### src/rtl/mem_port_arbiter_pkg.sv
// Shared constants and state encoding for the unified-memory port arbiter.
package mem_port_arbiter_pkg;
  localparam int WORD_SIZE       = 16;
  localparam int ARB_LATENCY_DEF = 2;
  localparam int CNT_W           = 4;

  typedef logic [WORD_SIZE-1:0] word_t;

  typedef enum logic [1:0] {
    ARB_IDLE   = 2'd0,
    ARB_BUSY_I = 2'd1,
    ARB_BUSY_D = 2'd2
  } arb_state_e;
endpackage

### src/rtl/mem_port_arbiter_if.sv
// Fetch port, data port and memory bus bundled for the arbiter; slave = arbiter side.
interface mem_port_arbiter_if;
  import mem_port_arbiter_pkg::*;

  logic  if_req;
  word_t if_addr;
  word_t if_rdata;
  logic  if_ready;
  logic  d_req;
  logic  d_we;
  word_t d_addr;
  word_t d_wdata;
  word_t d_rdata;
  logic  d_ready;
  logic  readM;
  logic  writeM;
  word_t address;
  word_t mem_wdata;
  word_t mem_rdata;

  modport slave (
    input  if_req, if_addr, d_req, d_we, d_addr, d_wdata, mem_rdata,
    output if_rdata, if_ready, d_rdata, d_ready, readM, writeM, address, mem_wdata
  );

  modport master (
    output if_req, if_addr, d_req, d_we, d_addr, d_wdata, mem_rdata,
    input  if_rdata, if_ready, d_rdata, d_ready, readM, writeM, address, mem_wdata
  );
endinterface

### src/rtl/mem_port_arbiter_wait.sv
// mem_wait_counter: loads LATENCY-1 on grant, counts down while busy, done at zero.
module mem_wait_counter
  import mem_port_arbiter_pkg::*;
#(
  parameter int LATENCY = ARB_LATENCY_DEF
) (
  input  logic clk,
  input  logic reset_n,
  input  logic load,
  input  logic en,
  output logic done
);
  localparam logic [CNT_W-1:0] LOAD_VAL = CNT_W'(LATENCY - 1);

  logic [CNT_W-1:0] cnt;

  always_ff @(posedge clk or negedge reset_n) begin
    if (!reset_n)            cnt <= '0;
    else if (load)           cnt <= LOAD_VAL;
    else if (en && cnt != 0) cnt <= cnt - CNT_W'(1);
  end

  assign done = (cnt == '0);
endmodule

### src/rtl/mem_port_arbiter.sv
// Shares one fixed-latency memory between fetch and data ports, one access at a time.
// Define ARB_ROUND_ROBIN_EN for alternating grants on collision; default is data-first.
module mem_port_arbiter
  import mem_port_arbiter_pkg::*;
#(
  parameter int LATENCY = ARB_LATENCY_DEF
) (
  input  logic               clk,
  input  logic               reset_n,
  mem_port_arbiter_if.slave  bus
);
  arb_state_e state, state_n;
  logic       elig_i, elig_d, grant_i, grant_d, done;

`ifdef ARB_ROUND_ROBIN_EN
  logic last_d;
`endif

  mem_wait_counter #(.LATENCY(LATENCY)) u_wait (
    .clk     (clk),
    .reset_n (reset_n),
    .load    (grant_i | grant_d),
    .en      (state != ARB_IDLE),
    .done    (done)
  );

  always_ff @(posedge clk or negedge reset_n) begin
    if (!reset_n) state <= ARB_IDLE;
    else          state <= state_n;
  end

  always_comb begin
    // A port's req is still high during its own ready cycle; don't re-grant it.
    elig_i  = bus.if_req && !bus.if_ready;
    elig_d  = bus.d_req  && !bus.d_ready;
    grant_i = 1'b0;
    grant_d = 1'b0;
    state_n = state;
    case (state)
      ARB_IDLE: begin
        if (elig_i && elig_d) begin
`ifdef ARB_ROUND_ROBIN_EN
          if (last_d) grant_i = 1'b1;
          else        grant_d = 1'b1;
`else
          grant_d = 1'b1;
`endif
        end else if (elig_d) begin
          grant_d = 1'b1;
        end else if (elig_i) begin
          grant_i = 1'b1;
        end
        if (grant_d)      state_n = ARB_BUSY_D;
        else if (grant_i) state_n = ARB_BUSY_I;
      end
      ARB_BUSY_I, ARB_BUSY_D: if (done) state_n = ARB_IDLE;
      default: state_n = ARB_IDLE;
    endcase
  end

  always_ff @(posedge clk or negedge reset_n) begin
    if (!reset_n) begin
      bus.readM     <= 1'b0;
      bus.writeM    <= 1'b0;
      bus.address   <= '0;
      bus.mem_wdata <= '0;
      bus.if_ready  <= 1'b0;
      bus.d_ready   <= 1'b0;
      bus.if_rdata  <= '0;
      bus.d_rdata   <= '0;
`ifdef ARB_ROUND_ROBIN_EN
      last_d        <= 1'b0;
`endif
    end else begin
      bus.if_ready <= 1'b0;
      bus.d_ready  <= 1'b0;
      if (grant_d) begin
        bus.address   <= bus.d_addr;
        bus.mem_wdata <= bus.d_wdata;
        bus.readM     <= !bus.d_we;
        bus.writeM    <= bus.d_we;
`ifdef ARB_ROUND_ROBIN_EN
        last_d        <= 1'b1;
`endif
      end else if (grant_i) begin
        bus.address <= bus.if_addr;
        bus.readM   <= 1'b1;
        bus.writeM  <= 1'b0;
`ifdef ARB_ROUND_ROBIN_EN
        last_d      <= 1'b0;
`endif
      end else if (state != ARB_IDLE && done) begin
        bus.readM  <= 1'b0;
        bus.writeM <= 1'b0;
        if (state == ARB_BUSY_I) begin
          bus.if_rdata <= bus.mem_rdata;
          bus.if_ready <= 1'b1;
        end else begin
          // readM still reflects the latched direction of this data access.
          if (bus.readM) bus.d_rdata <= bus.mem_rdata;
          bus.d_ready <= 1'b1;
        end
      end
    end
  end
endmodule

### src/flat_wrapper.sv
// flat-port wrapper written by rule: the top's interface ports become plain ports
module mem_port_arbiter_flat import mem_port_arbiter_pkg::*;
#(
  parameter int LATENCY = ARB_LATENCY_DEF
)
  (clk, reset_n, bus_if_req, bus_if_addr, bus_d_req, bus_d_we, bus_d_addr, bus_d_wdata, bus_mem_rdata, bus_if_rdata, bus_if_ready, bus_d_rdata, bus_d_ready, bus_readM, bus_writeM, bus_address, bus_mem_wdata);
  mem_port_arbiter_if bus_i ();
  input  logic clk;
  input  logic reset_n;
  input wire logic [$bits(bus_i.if_req)-1:0] bus_if_req;
  input wire logic [$bits(bus_i.if_addr)-1:0] bus_if_addr;
  input wire logic [$bits(bus_i.d_req)-1:0] bus_d_req;
  input wire logic [$bits(bus_i.d_we)-1:0] bus_d_we;
  input wire logic [$bits(bus_i.d_addr)-1:0] bus_d_addr;
  input wire logic [$bits(bus_i.d_wdata)-1:0] bus_d_wdata;
  input wire logic [$bits(bus_i.mem_rdata)-1:0] bus_mem_rdata;
  output wire logic [$bits(bus_i.if_rdata)-1:0] bus_if_rdata;
  output wire logic [$bits(bus_i.if_ready)-1:0] bus_if_ready;
  output wire logic [$bits(bus_i.d_rdata)-1:0] bus_d_rdata;
  output wire logic [$bits(bus_i.d_ready)-1:0] bus_d_ready;
  output wire logic [$bits(bus_i.readM)-1:0] bus_readM;
  output wire logic [$bits(bus_i.writeM)-1:0] bus_writeM;
  output wire logic [$bits(bus_i.address)-1:0] bus_address;
  output wire logic [$bits(bus_i.mem_wdata)-1:0] bus_mem_wdata;
  assign bus_i.if_req = bus_if_req;
  assign bus_i.if_addr = bus_if_addr;
  assign bus_i.d_req = bus_d_req;
  assign bus_i.d_we = bus_d_we;
  assign bus_i.d_addr = bus_d_addr;
  assign bus_i.d_wdata = bus_d_wdata;
  assign bus_i.mem_rdata = bus_mem_rdata;
  assign bus_if_rdata = bus_i.if_rdata;
  assign bus_if_ready = bus_i.if_ready;
  assign bus_d_rdata = bus_i.d_rdata;
  assign bus_d_ready = bus_i.d_ready;
  assign bus_readM = bus_i.readM;
  assign bus_writeM = bus_i.writeM;
  assign bus_address = bus_i.address;
  assign bus_mem_wdata = bus_i.mem_wdata;
  mem_port_arbiter #(.LATENCY(LATENCY)) u_core (.clk(clk), .reset_n(reset_n), .bus(bus_i));
endmodule
### config.mk
export PLATFORM = sky130hd
export DESIGN_NAME = mem_port_arbiter_flat
export DESIGN_NICKNAME = d
export VERILOG_FILES = /design/src/rtl/mem_port_arbiter_pkg.sv /design/src/rtl/mem_port_arbiter_if.sv /design/src/rtl/mem_port_arbiter_wait.sv /design/src/rtl/mem_port_arbiter.sv /design/src/flat_wrapper.sv
export SDC_FILE = /design/constraint.sdc
export NUM_CORES = 1
export LEC_CHECK = 0
export ABC_AREA = 1
export BUFFER_PORTS_ARGS = -buffer_cell sky130_fd_sc_hd__buf_2
export CORE_MARGIN = 5
export CORE_UTILIZATION = 51
export CTS_CLUSTER_DIAMETER = 150
export CTS_CLUSTER_SIZE = 40
export DETAILED_ROUTE_END_ITERATION = 8
export HOLD_SLACK_MARGIN = 0.15
export PLACE_DENSITY = 0.91
export SYNTH_ARGS = -nofsm -noshare
export SYNTH_HDL_FRONTEND = slang
export SYNTH_SLANG_ARGS = --single-unit
### constraint.sdc
create_clock -name clk -period 3.5 [get_ports clk]
set_input_delay 0.35 -clock clk [delete_from_list [all_inputs] [get_ports clk]]
set_output_delay 0.35 -clock clk [all_outputs]
set_load 0.05 [all_outputs]
# Word-level counts from Yosys, hierarchy flattened
# Index checks and enable logic that the tools add are counted.
[totals]
reg_bits = 74
latch_bits = 0
ram_bits = 0
rom_bits = 0
inputBits = 69
output_inout_bits = 68
elab_cells = 68
mem_count = 0
[classes]
add_sub_neg = 1
mul = 0
div_mod_pow = 0
order_cmp = 0
n_eq_ne = 4
n_shift = 0
muxes = 30
bitwise_logic = 4
n_reduce_logical = 19
[op_table]
columns = ["op", "n"]
rows = [
  ["16-bit two-way mux", 2],
  ["1-bit two-way mux", 22],
  ["4-bit two-way mux", 2],
  ["2-bit two-way mux", 3],
  ["2-bit nonzero test", 3],
  ["1-bit logical AND", 5],
  ["5-bit AND reduction", 1],
  ["4-bit logical NOT", 1],
  ["2-bit case mux with 2 select lines", 1],
  ["4-bit AND reduction", 1],
  ["4-bit nonzero test", 1],
  ["4-bit by 1-bit subtractor with 4-bit output, second input constant", 1],
  ["1-bit logical NOT", 3],
  ["3-bit by 1-bit != test with 1-bit output, second input constant", 1],
  ["1-bit NOT", 3],
  ["3-bit nonzero test", 1],
  ["2-bit by 1-bit == test with 1-bit output, second input constant", 1],
  ["2-bit == test, second input constant", 1],
  ["2-bit logical NOT", 1],
  ["2-bit by 1-bit != test with 1-bit output, second input constant", 1],
  ["2-bit AND reduction", 1],
  ["2-bit OR reduction", 1],
  ["1-bit OR", 1],
]

# Depth between registers and ports, before layout
# Gate-level depths: netlist (run 1).
[logic_depth]
word_depth = 9
mapped_depth = 9

# Cells and area by module
# Synthesis (run 1) repeated with hierarchy kept, for this count alone.
[hier_totals]
hier_cells = 386
hier_area_um2 = 3240.6
[modules_own_cells]
columns = ["module", "instances", "cells_per_inst", "area_each_um2", "seq_area_each_um2"]
rows = [
  ["mem_port_arbiter", 1, 351, 2985.4, 1751.7],
  ["mem_wait_counter", 1, 35, 255.2, 100.1],
]

# Worst setup path after synthesis (run 1)
# OpenSTA, ideal clock, no wires.
[synth_path]
kind = "register to register"
from = "register u_core.bus.d_ready"
to = "register u_core.bus.address[10]"
t_arrival_ns = 1.348
t_required_ns = 3.382
setup_slack_ns = 2.035
stages_incl_launch_ff = 7
cell_sequence = "dfrtp_1 > nor2_1 > o21ai_1 > inv_1 > buf_2 > nand2_1 > nand2_1"
[synth_via]
elab_chain_len = 7
[synth_rtl]
columns = ["item", "line_no", "source"]
rows = [
  ["start, declared", "mem_port_arbiter_if.sv:23", "output if_rdata, if_ready, d_rdata, d_ready, readM, writeM, address, mem_wdata"],
  ["start signal, assigned", "mem_port_arbiter.sv:68", "bus.d_ready <= 1'b0;"],
  ["start signal, assigned", "mem_port_arbiter.sv:76", "bus.d_ready <= 1'b0;"],
  ["start signal, assigned", "mem_port_arbiter.sv:101", "bus.d_ready <= 1'b1;"],
  ["1-bit logical NOT (*)", "mem_port_arbiter.sv:35", "elig_d = bus.d_req && !bus.d_ready;"],
  ["1-bit logical AND (*)", "mem_port_arbiter.sv:35", ""],
  ["1-bit two-way mux / 1-bit logical AND (equally long branches)", "mem_port_arbiter.sv:48, mem_port_arbiter.sv:41", ""],
  ["1-bit two-way mux", "mem_port_arbiter.sv:41", "if (elig_i && elig_d) begin"],
  ["1-bit two-way mux (2 in a row)", "mem_port_arbiter.sv:39", "case (state)"],
  ["16-bit two-way mux / 2-bit nonzero test (equally long branches)", "n/a", ""],
  ["end signal, assigned", "mem_port_arbiter.sv:78", "bus.address <= bus.d_addr;"],
  ["end signal, assigned", "mem_port_arbiter.sv:86", "bus.address <= bus.if_addr;"],
  ["end, declared", "mem_port_arbiter_if.sv:23", ""],
]
# Mark *: on every way between the ends. The rest lies on a longest branch, timed or not. The select of a mux whose other input is x is not followed.
# A chain may end at the register's enable or synchronous reset.

# Final worst setup path (run 1)
[layout_path]
from = "register u_core.state[0]"
to = "register u_core.bus.address[12]"
[layout_via]
elab_chain_len = 3
[layout_rtl]
columns = ["item", "line_no", "source"]
rows = [
  ["start, declared", "mem_port_arbiter.sv:12", "arb_state_e state, state_n;"],
  ["start signal, assigned", "mem_port_arbiter.sv:29", "else state <= state_n;"],
  ["2-bit logical NOT (*)", "mem_port_arbiter.sv:39", ""],
  ["1-bit two-way mux", "mem_port_arbiter.sv:39", ""],
  ["16-bit two-way mux / 2-bit nonzero test (equally long branches)", "n/a", ""],
]
# Mark *: on every way between the ends. The rest lies on a longest branch, timed or not.

==> results of run 1 <==
## cell usage after synthesis
cell | count | area share
sky130_fd_sc_hd__nand3_4 | 2 | 0.011
sky130_fd_sc_hd__ha_1 | 4 | 0.016
sky130_fd_sc_hd__nor3_4 | 1 | 0.0051
sky130_fd_sc_hd__nand3_1 | 5 | 0.0078
sky130_fd_sc_hd__o21ai_0 | 4 | 0.0063
sky130_fd_sc_hd__nand2_1 | 260 | 0.31
sky130_fd_sc_hd__inv_4 | 1 | 0.0020
sky130_fd_sc_hd__buf_2 | 4 | 0.0063
sky130_fd_sc_hd__dfrtp_1 | 74 | 0.58
sky130_fd_sc_hd__clkbuf_1 | 4 | 0.0047
sky130_fd_sc_hd__nor2_1 | 4 | 0.0047
sky130_fd_sc_hd__o21a_1 | 1 | 0.0023
sky130_fd_sc_hd__buf_6 | 3 | 0.011
sky130_fd_sc_hd__o21ai_1 | 1 | 0.0016
sky130_fd_sc_hd__xor2_1 | 1 | 0.0027
sky130_fd_sc_hd__nor2_2 | 1 | 0.0020
sky130_fd_sc_hd__buf_4 | 2 | 0.0047
sky130_fd_sc_hd__inv_2 | 3 | 0.0035
sky130_fd_sc_hd__a21oi_1 | 1 | 0.0016
sky130_fd_sc_hd__inv_1 | 14 | 0.016
sky130_fd_sc_hd__nor2_4 | 1 | 0.0035
sky130_fd_sc_hd__nand2_2 | 2 | 0.0039
## worst min-delay path by stage
stage / endpoint / slack, ns / cells past startpoint
3_3_place_gp: u_core.bus.address[12]$_DFFE_PN0P_ / 0.46 / 2
4_1_cts: u_core.bus.d_rdata[2]$_DFFE_PN0P_ / 0.17 / 1
5_1_grt: u_core.bus.mem_wdata[5]$_DFFE_PN0N_ / 0.20 / 3
3_5_place_dp: u_core.bus.mem_wdata[1]$_DFFE_PN0N_ / 0.46 / 2
6_report: u_core.bus.if_rdata[2]$_DFFE_PN0P_ / 0.14 / 1
2_1_floorplan: u_core.bus.address[0]$_DFFE_PN0P_ / 0.05 / 0
## registers in the layout, summed over array words and instances, names as in the netlist
name	count
u_core.bus.address	16
u_core.bus.d_ready	1
u_core.bus.mem_wdata	16
u_core.bus.d_rdata	16
u_core.state	2
u_core.bus.readM	1
u_core.u_wait.cnt	4
u_core.bus.writeM	1
u_core.bus.if_ready	1
u_core.bus.if_rdata	16
## metal layers
layer / wire (µm) / vias to the layer above / part of all wire
li1: - / 1449 / -
met1: 3323 / 1341 / 0.42
met2: 3625 / 119 / 0.46
met3: 846 / 6 / 0.11
met4: 65 / 0 / 0.0083
met5: 0 / - / 0
## metrics by stage
stage / util / hold WS (ns)
floorplan: - / 0.05441
global placement: 0.6472 / 0.4572
detailed placement: 0.6472 / 0.4599
CTS: 0.6775 / 0.1696
global route: 0.6775 / 0.1982
finish: 0.6775 / 0.1437
## cell usage in the layout, fill, tap and decap left out, types with 3 or more instances in the layout
| master | instances |
|---|---|
| sky130_fd_sc_hd__inv_1 | 14 |
| sky130_fd_sc_hd__clkbuf_8 | 12 |
| sky130_fd_sc_hd__ha_1 | 4 |
| sky130_fd_sc_hd__nand2_1 | 260 |
| sky130_fd_sc_hd__buf_2 | 135 |
| sky130_fd_sc_hd__o21ai_0 | 4 |
| sky130_fd_sc_hd__nand3_1 | 5 |
| sky130_fd_sc_hd__dfrtp_1 | 74 |
| sky130_fd_sc_hd__nor2_1 | 4 |
| sky130_fd_sc_hd__inv_2 | 3 |
## critical path: stages (launching register included)
cell and delay, ns:
sky130_fd_sc_hd__dfrtp_1 0.40, sky130_fd_sc_hd__inv_1 0.07, sky130_fd_sc_hd__ha_1 0.23, sky130_fd_sc_hd__nand2_2 0.39, sky130_fd_sc_hd__inv_2 0.56, sky130_fd_sc_hd__nand2_1 0.11, sky130_fd_sc_hd__nand2_1 0.09, sky130_fd_sc_hd__nand2_1 0.05
sky130_fd_sc_hd__nand2_1 0.08
## cell families after synthesis
kind of cell	share of synthesized area
buf+inv	0.04810
simple gates	0.3430
flops	0.5788
xor+xnor	0.002738
compound gates	0.01173
fa+ha+maj	0.01564
## cell type report
type / count / area [µm²] / share of cell area
inverter: 18 / 70.07 / 0.01716
timing repair buffer: 137 / 690.7 / 0.1692
clock buffer: 14 / 172.7 / 0.04229
sequential: 74 / 1852 / 0.4536
multi-input combinational: 288 / 1194 / 0.2924
tap: 75 / 93.84 / 0.02298
clock inverter: 2 / 10.01 / 0.002452
==> tab_implementation.tex, run 1 <==
\begin{tabular}{lr}
\hline
Metric & Value \\
\hline
\multicolumn{2}{l}{\textbf{Outcome}} \\
\quad Status & finished, final reports clean \\
\multicolumn{2}{l}{\textbf{CTS}} \\
\quad Deepest level of the CTS H-tree & 3 \\
\quad Clock transition time at the flip-flop clock pins of the worst setup and hold paths & 0.07 ns \\
\quad Number of setup buffers added after CTS & 0 \\
\quad Gates resized, CTS repair & 0 \\
\quad Clock latency at the later pin of the worst-skew pair & 0.33 ns \\
\quad Number of sinks handled by clock tree synthesis & 74 \\
\quad Clock tree from TritonCTS & yes \\
\quad Maximum clock path buffer count & 2 \\
\quad Clk Tree Root Cell & sky130\_fd\_sc\_hd\_\_clkbuf\_8 \\
\quad CTS Buf Count & 9 \\
\quad Hold-fix buffers, CTS & 0 \\
\multicolumn{2}{l}{\textbf{Worst setup path}} \\
\quad Worst R2R Setup Slack & 1.44 ns \\
\quad Reg2Reg Launch Point & u\_core.state[0]\$\_DFFE\_PN0P\_ \\
\quad Reg-to-reg critical path endpoint & u\_core.bus.address[12]\$\_DFFE\_PN0P\_ \\
\quad Critical path peak fanout & 35 \\
\quad Data required time of the critical path & 3.77 ns \\
\quad Endpoint class of the critical path & flop \\
\quad Worst EP arrival & 2.33 ns \\
\quad Startpoint-to-endpoint class of the critical path & reg -> reg \\
\quad Startpoint of the worst setup timing path & u\_core.state[0]\$\_DFFE\_PN0P\_ \\
\quad Kind of launch point of the worst setup path & flop \\
\quad Path depth of the worst reg2reg path & 8 \\
\quad End point of the critical path & u\_core.bus.address[12]\$\_DFFE\_PN0P\_ \\
\multicolumn{2}{l}{\textbf{Global route}} \\
\quad Antenna violations before repair & 0 \\
\quad Met3 Track Usage GR & 0.07005 \\
\quad Global routing met2 resource utilization & 0.3436 \\
\quad Wire length of the first global-routing pass & 12410 µm \\
\quad Vias in the first global route & 2835 \\
\quad Total GRT Usage & 0.2025 \\
\quad Routing layer with the top usage in global route & met2 \\
\quad GR Util met1 & 0.2435 \\
\quad Grt total ovfl & 0 \\
\quad Pin count of the biggest net entering global routing & 75 \\
\multicolumn{2}{l}{\textbf{Synth}} \\
\quad Distinct cell type count after synthesis & 22 \\
\quad Summed instance area of the synthesized netlist & 3199 µm² \\
\quad Gate Count Post-Synth & 393 \\
\quad Mapped Nets & 466 \\
\quad Yosys warning count & 0 \\
\quad Seq cells post-synth & 74 \\
\quad Post-synthesis sequential area ratio & 0.5788 \\
\quad Per-instance average area after synthesis & 8.141 µm² \\
\multicolumn{2}{l}{\textbf{Floorplan}} \\
\quad Initial Util & 0.5309 \\
\quad IO Count & 137 \\
\quad Placeable core region & 6026 µm² \\
\quad Total die area & 7958 µm² \\
\quad Num rows & 28 \\
\quad DIE HEIGHT & 89.21 µm \\
\quad Horiz. Die Dim & 89.21 µm \\
\multicolumn{2}{l}{\textbf{Routing}} \\
\quad Starting DRC count in detailed routing & 90 \\
\quad Drt drc & 0 \\
\quad Post-route antenna net violation count & 0 \\
\quad WL final & 7861 µm \\
\quad Number of iterations in the first detailed-routing pass & 5 \\
\quad Detailed-route via count & 2915 \\
\quad Vias/cell & 4.794 \\
\quad Routed WL per cell & 12.93 µm \\
\multicolumn{2}{l}{\textbf{Final layout}} \\
\quad Number of standard cells in the layout, taps in and fillers out & 608 \\
\quad Synthesis-to-layout area growth & 27.61\% \\
\quad Diodes inserted & 0 \\
\quad Non-Filler Cell Area, Final & 4083 µm² \\
\quad Final-stage net count & 601 \\
\quad Count of filler cells inserted in the layout & 505 \\
\quad Fraction of final layout cells sized beyond drive strength 1 & 0.3039 \\
\multicolumn{2}{l}{\textbf{Placed design}} \\
\quad Pre-CTS setup slack & 1.443 ns \\
\quad Buffers added on ports & 136 \\
\quad Count of placed standard cells including taps & 592 \\
\quad Area of placed instances & 3900 µm² \\
\quad GPL Wtd Cong & 0.8069 \\
\quad DP HPWL & 5729 µm \\
\multicolumn{2}{l}{\textbf{STA}} \\
\quad Fmax & 485.5 MHz \\
\quad Number of endpoints with negative hold slack in the final report & 0 \\
\quad Final critical path time including I/O delays and setup & 2.060 ns \\
\quad Setup skew after layout & 0.006048 ns \\
\quad Part of the cycle the worst path needs & 0.5885 \\
\quad Worst path setup slack after routing & 1.440 ns \\
\quad Unrepaired setup endpoints after global routing & false \\
\quad Tightest Pin Transition & 0.8899 ns \\
\quad Setup violation total in the final timing report & 0 \\
\quad Worst max-slew margin expressed relative to the limit & 0.4067 \\
\quad Accumulated negative setup slack & 0 ns \\
\quad Max-slew violations & 0 \\
\multicolumn{2}{l}{\textbf{Run}} \\
\quad Max capacitance violation total & 0 \\
\multicolumn{2}{l}{\textbf{Min path}} \\
\quad Worst min path class & in -> async \\
\hline
\end{tabular}
Power of run 1 is left out: the tool's default activity adds up to more than one toggle a clock period on the data nets, which glitch-free logic cannot reach.
==> run 2, diff against run 1 <==
--- a/config.mk
+++ b/config.mk
@@ -8,12 +8,12 @@
 export ABC_AREA = 1
 export BUFFER_PORTS_ARGS = -buffer_cell sky130_fd_sc_hd__buf_2
 export CORE_MARGIN = 5
-export CORE_UTILIZATION = 51
+export CORE_UTILIZATION = 43
 export CTS_CLUSTER_DIAMETER = 150
 export CTS_CLUSTER_SIZE = 40
 export DETAILED_ROUTE_END_ITERATION = 8
 export HOLD_SLACK_MARGIN = 0.15
-export PLACE_DENSITY = 0.91
+export PLACE_DENSITY = 0.82
 export SYNTH_ARGS = -nofsm -noshare
 export SYNTH_HDL_FRONTEND = slang
 export SYNTH_SLANG_ARGS = --single-unit
==> constraint.sdc (replaced) <==
create_clock -name clk -period 1.8 [get_ports clk]
set_input_delay 0.18 -clock clk [delete_from_list [all_inputs] [get_ports clk]]
set_output_delay 0.18 -clock clk [all_outputs]
set_load 0.05 [all_outputs]
==> run 2 against run 1 <==
Effect of this change: critical path depth stayed put; count of clock-buffer cells in the layout is 4 lower; routed wire length is 28% higher; critical endpoint is now u_core.bus.address[2]$_DFFE_PN0P_; critical path type unchanged; maximum frequency is 26% higher; core utilization is 0.84 points lower; global-route usage is 2.3 points higher.
==> tab_implementation.tex, run 2 (synthesis gave the netlist of run 1 again) <==
\begin{tabular}{lr}
\hline
Metric & Value \\
\hline
\multicolumn{2}{l}{\textbf{Floorplan}} \\
\quad Placeable core region & 7253 µm² \\
\quad Num rows & 31 \\
\quad Initial Util & 0.4411 \\
\quad Horiz. Die Dim & 96.26 µm \\
\quad DIE HEIGHT & 96.26 µm \\
\quad IO Count & 137 \\
\quad Total die area & 9265 µm² \\
\multicolumn{2}{l}{\textbf{Placed design}} \\
\quad DP HPWL & 5982 µm \\
\quad Buffers added on ports & 136 \\
\quad Area of placed instances & 3965 µm² \\
\quad Count of placed standard cells including taps & 619 \\
\quad GPL Wtd Cong & 0.7503 \\
\multicolumn{2}{l}{\textbf{Global route}} \\
\quad Antenna violations before repair & 0 \\
\quad Pin count of the biggest net entering global routing & 43 \\
\quad Grt total ovfl & 0 \\
\quad Wire length of the first global-routing pass & 15870 µm \\
\quad Vias in the first global route & 3406 \\
\quad Total GRT Usage & 0.2253 \\
\multicolumn{2}{l}{\textbf{STA}} \\
\quad Final critical path time including I/O delays and setup & 1.635 ns \\
\quad Setup skew after layout & 0.009009 ns \\
\quad Final-layout worst hold slack & 0.2098 ns \\
\quad Part of the cycle the worst path needs & 0.9085 \\
\quad Setup violation total in the final timing report & 0 \\
\quad Unrepaired setup endpoints after global routing & false \\
\quad Number of endpoints with negative hold slack in the final report & 0 \\
\quad Fmax & 611.5 MHz \\
\quad Worst max-slew margin expressed relative to the limit & 0.6487 \\
\quad Max-slew violations & 0 \\
\quad Tightest Pin Transition & 0.5261 ns \\
\quad Accumulated negative setup slack & 0 ns \\
\multicolumn{2}{l}{\textbf{Worst setup path}} \\
\quad Critical path peak fanout & 33 \\
\quad Worst EP arrival & 1.92 ns \\
\quad Slowest stage cell, crit path & sky130\_fd\_sc\_hd\_\_dfrtp\_1 \\
\quad Endpoint class of the critical path & flop \\
\quad Crit path buffers/inverters & 2 \\
\quad Startpoint-to-endpoint class of the critical path & reg -> reg \\
\quad Data required time of the critical path & 2.08 ns \\
\quad Largest delay contributor family on the critical path & buffers and inverters \\
\quad Series of cell instances along the critical path & inv\_1 -> ha\_1 -> nand2\_2 -> inv\_2 -> nand2\_1 -> nand2\_1 -> nand2\_1 -> nand2\_1 \\
\quad Kind of launch point of the worst setup path & flop \\
\quad Largest stage delay, worst path & 0.41 ns \\
\quad Cell type with the highest occurrence count on the critical path & sky130\_fd\_sc\_hd\_\_nand2\_1 \\
\multicolumn{2}{l}{\textbf{Power and ir drop}} \\
\quad Cell Pwr Density & 2060 nW/µm² \\
\quad Static leakage & 2.769 nW \\
\quad Maximum vdd drop & 1298 µV \\
\quad Pwr Total & 10.00 mW \\
\multicolumn{2}{l}{\textbf{Routing}} \\
\quad Routed WL per cell & 14.40 µm \\
\quad Starting DRC count in detailed routing & 159 \\
\quad WL final & 10100 µm \\
\quad Post-route antenna net violation count & 0 \\
\quad Number of iterations in the first detailed-routing pass & 4 \\
\quad Vias/cell & 4.779 \\
\quad Drt drc & 0 \\
\quad Detailed-route via count & 3350 \\
\multicolumn{2}{l}{\textbf{CTS}} \\
\quad Maximum clock path buffer count & 2 \\
\quad Clock latency at the later pin of the worst-skew pair & 0.35 ns \\
\quad Number of sinks handled by clock tree synthesis & 74 \\
\quad Clock tree from TritonCTS & yes \\
\quad Clock transition time at the flip-flop clock pins of the worst setup and hold paths & 0.07 ns \\
\quad Deepest level of the CTS H-tree & 3 \\
\quad CTS Buf Count & 9 \\
\quad Clk Tree Root Cell & sky130\_fd\_sc\_hd\_\_clkbuf\_8 \\
\multicolumn{2}{l}{\textbf{Final layout}} \\
\quad Flip-flop and latch area & 1852 µm² \\
\quad Final-stage net count & 670 \\
\quad Most common cell after layout, fill and taps aside & sky130\_fd\_sc\_hd\_\_nand2\_1 \\
\quad Fraction of final layout cells sized beyond drive strength 1 & 0.2774 \\
\quad Non-Filler Cell Area, Final & 4853 µm² \\
\quad Diodes inserted & 0 \\
\quad Synthesis-to-layout area growth & 51.70\% \\
\quad Multi-input combinational cell area & 1194 µm² \\
\quad Most used cells in the layout excluding fill and tap cells & sky130\_fd\_sc\_hd\_\_nand2\_1, sky130\_fd\_sc\_hd\_\_buf\_2, sky130\_fd\_sc\_hd\_\_dfrtp\_1 \\
\quad Count of filler cells inserted in the layout & 537 \\
\quad Number of standard cells in the layout, taps in and fillers out & 701 \\
\multicolumn{2}{l}{\textbf{Outcome}} \\
\quad Status & finished, final reports clean \\
\multicolumn{2}{l}{\textbf{Run}} \\
\quad Max capacitance violation total & 0 \\
\multicolumn{2}{l}{\textbf{Min path}} \\
\quad Worst min path class & in -> reg \\
\hline
\end{tabular}
-- run 2: worst register-to-register path: cells and delay by family (launching register included) --
| family | cells | cell delay (ns) |
|---|---|---|
| fa+ha+maj | 1 | 0.22 |
| buf+inv | 2 | 0.47 |
| flops | 1 | 0.41 |
| simple gates | 5 | 0.48 |
-- run 2: routing by layer --
metal  global-route usage  vias to the layer above  part of all wire
met3              0.06802                       35              0.11
met4               0.1374                        0             0.040
met5                    0                        -                 0
met2               0.3715                      163              0.47
met1               0.2552                     1565              0.38
li1                     -                     1587                 -
-- run 2: final timing paths --
check,start,to,slack [ns],cells after the start
setup / recovery,u_core.state[0]$_DFFE_PN0P_,u_core.bus.address[2]$_DFFE_PN0P_,0.16,8
hold / removal,bus_d_req,u_core.state[0]$_DFFE_PN0P_,0.21,4
setup reg to reg,u_core.state[0]$_DFFE_PN0P_,u_core.bus.address[2]$_DFFE_PN0P_,0.16,8
hold reg to reg,u_core.bus.d_rdata[10]$_DFFE_PN0P_,u_core.bus.d_rdata[10]$_DFFE_PN0P_,0.48,2
max in group asynchronous,reset_n,u_core.bus.address[6]$_DFFE_PN0P_,0.93,3
min in group asynchronous,reset_n,u_core.bus.if_rdata[11]$_DFFE_PN0P_,0.32,2
-- run 2: through the flow --
step             util  setup WS [ns]
2_1_floorplan       -         0.3347
3_3_place_gp   0.5467         0.2470
3_5_place_dp   0.5467         0.1879
4_1_cts        0.6691         0.1967
5_1_grt        0.6691        0.04088
6_report       0.6691         0.1647
-- run 2: where the power goes --
| group | internal (mW) | leakage, nW | total (mW) | switching, mW |
|---|---|---|---|---|
| combinational | 1.30 | 1.76 | 5.64 | 4.35 |
| clock | 0.820 | 0.112 | 1.43 | 0.606 |
| sequential | 2.46 | 0.899 | 2.93 | 0.470 |
-- run 2: final cells by class --
cell class                      instances  share of cell area
Sequential cell                        74              0.3815
Timing Repair Buffer                  206              0.2856
Multi-Input combinational cell        288              0.2459
Clock buffer                           10             0.02836
Tap cell                               99             0.02552
Clock inverter                          6             0.01856
Inverter                               18             0.01444
-- run 2: timing repair --
| action | in CTS | in global routing |
|---|---|---|
| buffers inserted | 0 | 0 |
| gates resized for setup | 0 | 0 |
| hold buffers | 66 | 0 |
| endpoints found under the hold margin | 98 | 0 |
(Power assumes the default switching activity.)
==> run 3, diff against run 2 <==
--- a/config.mk
+++ b/config.mk
@@ -16,4 +16,5 @@
 export PLACE_DENSITY = 0.82
 export SYNTH_ARGS = -nofsm -noshare
 export SYNTH_HDL_FRONTEND = slang
+export SYNTH_HIERARCHICAL = 1
 export SYNTH_SLANG_ARGS = --single-unit
==> run 3 against run 2 <==
Effect of this change: power rose by 0.11%; setup slack lost 0.017 ns; die area increased by 1.2%; critical path depth increased by 1; largest power group unchanged; critical path type unchanged; final cell count down 3.6%; critical endpoint is now u_core/bus.d_rdata[0]$_DFFE_PN0P_.
==> tab_implementation.tex, run 3 <==
\begin{tabular}{lr}
\hline
Metric & Value \\
\hline
\multicolumn{2}{l}{\textbf{Power and ir drop}} \\
\quad Static leakage & 2.729 nW \\
\quad Maximum vdd drop & 1409 µV \\
\quad Cell Pwr Density & 2104 nW/µm² \\
\multicolumn{2}{l}{\textbf{Floorplan}} \\
\quad DIE HEIGHT & 96.81 µm \\
\quad Horiz. Die Dim & 96.81 µm \\
\quad Initial Util & 0.4444 \\
\quad Total die area & 9372 µm² \\
\quad Num rows & 31 \\
\quad Placeable core region & 7292 µm² \\
\quad IO Count & 137 \\
\multicolumn{2}{l}{\textbf{Worst setup path}} \\
\quad Kind of launch point of the worst setup path & flop \\
\quad Path depth of the worst reg2reg path & 9 \\
\quad Data required time of the critical path & 2.04 ns \\
\quad Startpoint-to-endpoint class of the critical path & reg -> reg \\
\quad Endpoint class of the critical path & flop \\
\quad Series of cell instances along the critical path & inv\_1 -> ha\_1 -> nand2\_1 -> inv\_1 -> nand2\_2 -> nor2\_2 -> nand2\_1 -> buf\_4 -> o21ai\_0 \\
\quad Worst EP arrival & 1.89 ns \\
\quad Critical path peak fanout & 32 \\
\quad Slowest stage cell, crit path & sky130\_fd\_sc\_hd\_\_dfrtp\_1 \\
\quad Largest stage delay, worst path & 0.38 ns \\
\multicolumn{2}{l}{\textbf{Final layout}} \\
\quad Count of filler cells inserted in the layout & 590 \\
\quad Fraction of final layout cells sized beyond drive strength 1 & 0.2964 \\
\quad Flip-flop and latch area & 1852 µm² \\
\quad Diodes inserted & 0 \\
\quad Core occupancy in the finished layout & 0.6524 \\
\quad Most used cells in the layout excluding fill and tap cells & sky130\_fd\_sc\_hd\_\_nand2\_1, sky130\_fd\_sc\_hd\_\_buf\_2, sky130\_fd\_sc\_hd\_\_dfrtp\_1 \\
\quad Synthesis-to-layout area growth & 46.80\% \\
\quad Most common cell after layout, fill and taps aside & sky130\_fd\_sc\_hd\_\_nand2\_1 \\
\quad Final-stage net count & 646 \\
\quad Multi-input combinational cell area & 1155 µm² \\
\multicolumn{2}{l}{\textbf{CTS}} \\
\quad Clock tree from TritonCTS & yes \\
\quad Number of setup buffers added after CTS & 0 \\
\quad CTS Buf Count & 9 \\
\quad Clock transition time at the flip-flop clock pins of the worst setup and hold paths & 0.08 ns \\
\quad Clk Tree Root Cell & sky130\_fd\_sc\_hd\_\_clkbuf\_8 \\
\quad Number of sinks handled by clock tree synthesis & 74 \\
\quad Clock latency at the later pin of the worst-skew pair & 0.34 ns \\
\quad Maximum clock path buffer count & 2 \\
\quad Deepest level of the CTS H-tree & 3 \\
\multicolumn{2}{l}{\textbf{Synth}} \\
\quad Fraction of synthesis flops using an asynchronous set or reset pin & 1.000 \\
\quad Top post-synthesis cells by area & sky130\_fd\_sc\_hd\_\_dfrtp\_1, sky130\_fd\_sc\_hd\_\_nand2\_1, sky130\_fd\_sc\_hd\_\_nand3\_1, sky130\_fd\_sc\_hd\_\_o21ai\_0, sky130\_fd\_sc\_hd\_\_inv\_1 \\
\quad Gate Count Post-Synth & 386 \\
\quad Summed instance area of the synthesized netlist & 3241 µm² \\
\quad Adder-cell share of the synthesized area & 0.01544 \\
\quad Number of synthesized flops with an enable pin & 0 \\
\quad Per-instance average area after synthesis & 8.395 µm² \\
\quad Distinct cell type count after synthesis & 22 \\
\quad Post-synthesis sequential area ratio & 0.5714 \\
\quad Cell with the most instances after synthesis & sky130\_fd\_sc\_hd\_\_nand2\_1 \\
\quad Mux share of post-synthesis cell area & 0 \\
\quad Cell accounting for the most synthesized area & sky130\_fd\_sc\_hd\_\_dfrtp\_1 \\
\quad Fraction of post-synthesis cell area in the top cell type by area & 0.5714 \\
\quad Leading cell types by count after synthesis & sky130\_fd\_sc\_hd\_\_nand2\_1, sky130\_fd\_sc\_hd\_\_dfrtp\_1, sky130\_fd\_sc\_hd\_\_nand3\_1, sky130\_fd\_sc\_hd\_\_o21ai\_0, sky130\_fd\_sc\_hd\_\_inv\_1 \\
\quad Xor and xnor area share after synthesis & 0.002703 \\
\quad Mapped Nets & 459 \\
\quad Synthesized-area fraction occupied by and/or/nand/nor cells & 0.2834 \\
\quad Seq cells post-synth & 74 \\
\quad Dominant combinational cell family by area after synthesis & simple AND/OR/NAND/NOR gates \\
\quad Compound-cell area share of the yosys netlist & 0.05405 \\
\quad Yosys warning count & 6 \\
\quad Leading register cell type out of synthesis & sky130\_fd\_sc\_hd\_\_dfrtp\_1 \\
\multicolumn{2}{l}{\textbf{STA}} \\
\quad Final critical path time including I/O delays and setup & 1.652 ns \\
\quad Accumulated negative setup slack & 0 ns \\
\quad Setup violation total in the final timing report & 0 \\
\quad Number of endpoints with negative hold slack in the final report & 0 \\
\quad Setup skew after layout & 0.01083 ns \\
\quad Worst max-slew margin expressed relative to the limit & 0.6920 \\
\quad Unrepaired setup endpoints after global routing & false \\
\quad Part of the cycle the worst path needs & 0.9179 \\
\quad Fmax & 605.3 MHz \\
\quad Tightest Pin Transition & 0.4620 ns \\
\quad Max-slew violations & 0 \\
\multicolumn{2}{l}{\textbf{Global route}} \\
\quad Grt total ovfl & 0 \\
\quad Vias in the first global route & 3216 \\
\quad Antenna violations before repair & 0 \\
\quad Pin count of the biggest net entering global routing & 50 \\
\quad Wire length of the first global-routing pass & 15320 µm \\
\quad Total GRT Usage & 0.1970 \\
\multicolumn{2}{l}{\textbf{Placed design}} \\
\quad GPL Wtd Cong & 0.8970 \\
\quad Buffers added on ports & 136 \\
\quad DP HPWL & 5875 µm \\
\multicolumn{2}{l}{\textbf{Routing}} \\
\quad Routed WL per cell & 13.41 µm \\
\quad Drt drc & 0 \\
\quad WL final & 9064 µm \\
\quad Starting DRC count in detailed routing & 139 \\
\quad Detailed-route via count & 3224 \\
\quad Vias/cell & 4.769 \\
\quad Post-route antenna net violation count & 0 \\
\quad Number of iterations in the first detailed-routing pass & 5 \\
\multicolumn{2}{l}{\textbf{Min path}} \\
\quad Hold depth & 5 \\
\quad Worst min path class & in -> reg \\
\multicolumn{2}{l}{\textbf{Run}} \\
\quad Max capacitance violation total & 0 \\
\multicolumn{2}{l}{\textbf{Outcome}} \\
\quad Status & finished, final reports clean \\
\hline
\end{tabular}
==> run 3: cell count changes in the layout (fill, tap and decap cells not counted), sizes merged, moves of 2 or more <==
cell	change
inv	+17
nor2	+2
nand3	+29
dlygate4sd3	-15
nand4	+3
o21ai	+29
buf	+3
nand2	-89
==> run 3: logic make-up (layout without fill, tap and decap cells) <==
logic type                 count (synthesis)  in the layout
and+or+nand+nor                          220            220
DFF                                       74             74
buffers and inverters                     52            243
AOI/OAI and AO/OA                         35             35
adders and majority gates                  4              4
xor gates and xnor gates                   1              1
==> run 3: critical path, delay by kind of cell, from the launching register on <==
family / cells / cell delay, ns
DFF: 1 / 0.38
adders and majority gates: 1 / 0.19
and+or+nand+nor: 4 / 0.32
AOI/OAI and AO/OA: 1 / 0.21
buffers and inverters: 3 / 0.44
==> run 3: area by class of cell <==
cell class,instances,area share
clock buffers,9,0.02604
clock inverters,6,0.01920
inverters,34,0.02683
multi-input cells,260,0.2428
flip-flops and latches,74,0.3893
well taps,99,0.02604
repair buffers,194,0.2699
==> run 3: power breakdown <==
group | internal (mW) | total [mW] | leakage, nW | switching [mW]
Sequential | 2.46 | 2.90 | 0.887 | 0.441
Clock | 0.780 | 1.38 | 0.110 | 0.601
Combinational | 1.36 | 5.73 | 1.73 | 4.36
==> run 3: stage by stage <==
step | total power, mW | area (µm²) | instances | setup slack (ns) | hold slack [ns]
finish | 10.01 | 4757 | 676 | 0.1478 | 0.1735
global route | 10.63 | 4757 | 676 | 0.01682 | 0.1802
CTS | 10.04 | 4755 | 676 | 0.1361 | 0.1532
detailed placement | 8.541 | 4029 | 610 | 0.1599 | 0.1701
global placement | 8.383 | 4029 | 610 | 0.2429 | 0.1646
floorplan | 7.188 | 3241 | 386 | 0.1990 | -0.1156
==> run 3: worst paths after layout <==
kind	slack, ns	start	to
max	0.15	u_core/u_wait/cnt[0]$_DFFE_PN0P_	u_core/bus.d_rdata[0]$_DFFE_PN0P_
min	0.17	bus_d_addr[7]	u_core/bus.address[7]$_DFFE_PN0P_
max reg2reg	0.15	u_core/u_wait/cnt[0]$_DFFE_PN0P_	u_core/bus.d_rdata[0]$_DFFE_PN0P_
min reg2reg	0.48	u_core/bus.mem_wdata[7]$_DFFE_PN0P_	u_core/bus.mem_wdata[7]$_DFFE_PN0P_
max in group asynchronous	0.87	reset_n	u_core/bus.mem_wdata[9]$_DFFE_PN0P_
min in group asynchronous	0.37	reset_n	u_core/bus.d_rdata[10]$_DFFE_PN0P_
==> run 3: routing by layer <==
| layer | vias to the layer above | global-route usage | wire, µm |
|---|---|---|---|
| li1 | 1577 | - | - |
| met1 | 1484 | 0.2450 | 3714 |
| met2 | 152 | 0.3296 | 4454 |
| met3 | 11 | 0.05612 | 758 |
| met4 | 0 | 0.06479 | 137 |
| met5 | - | 0 | 0 |
==> run 3: what timing repair did <==
item / in CTS / in global routing
setup endpoints to repair: 0 / 1
gates resized for setup: 0 / 2
hold endpoints to repair: 101 / 0
hold buffers: 51 / 0
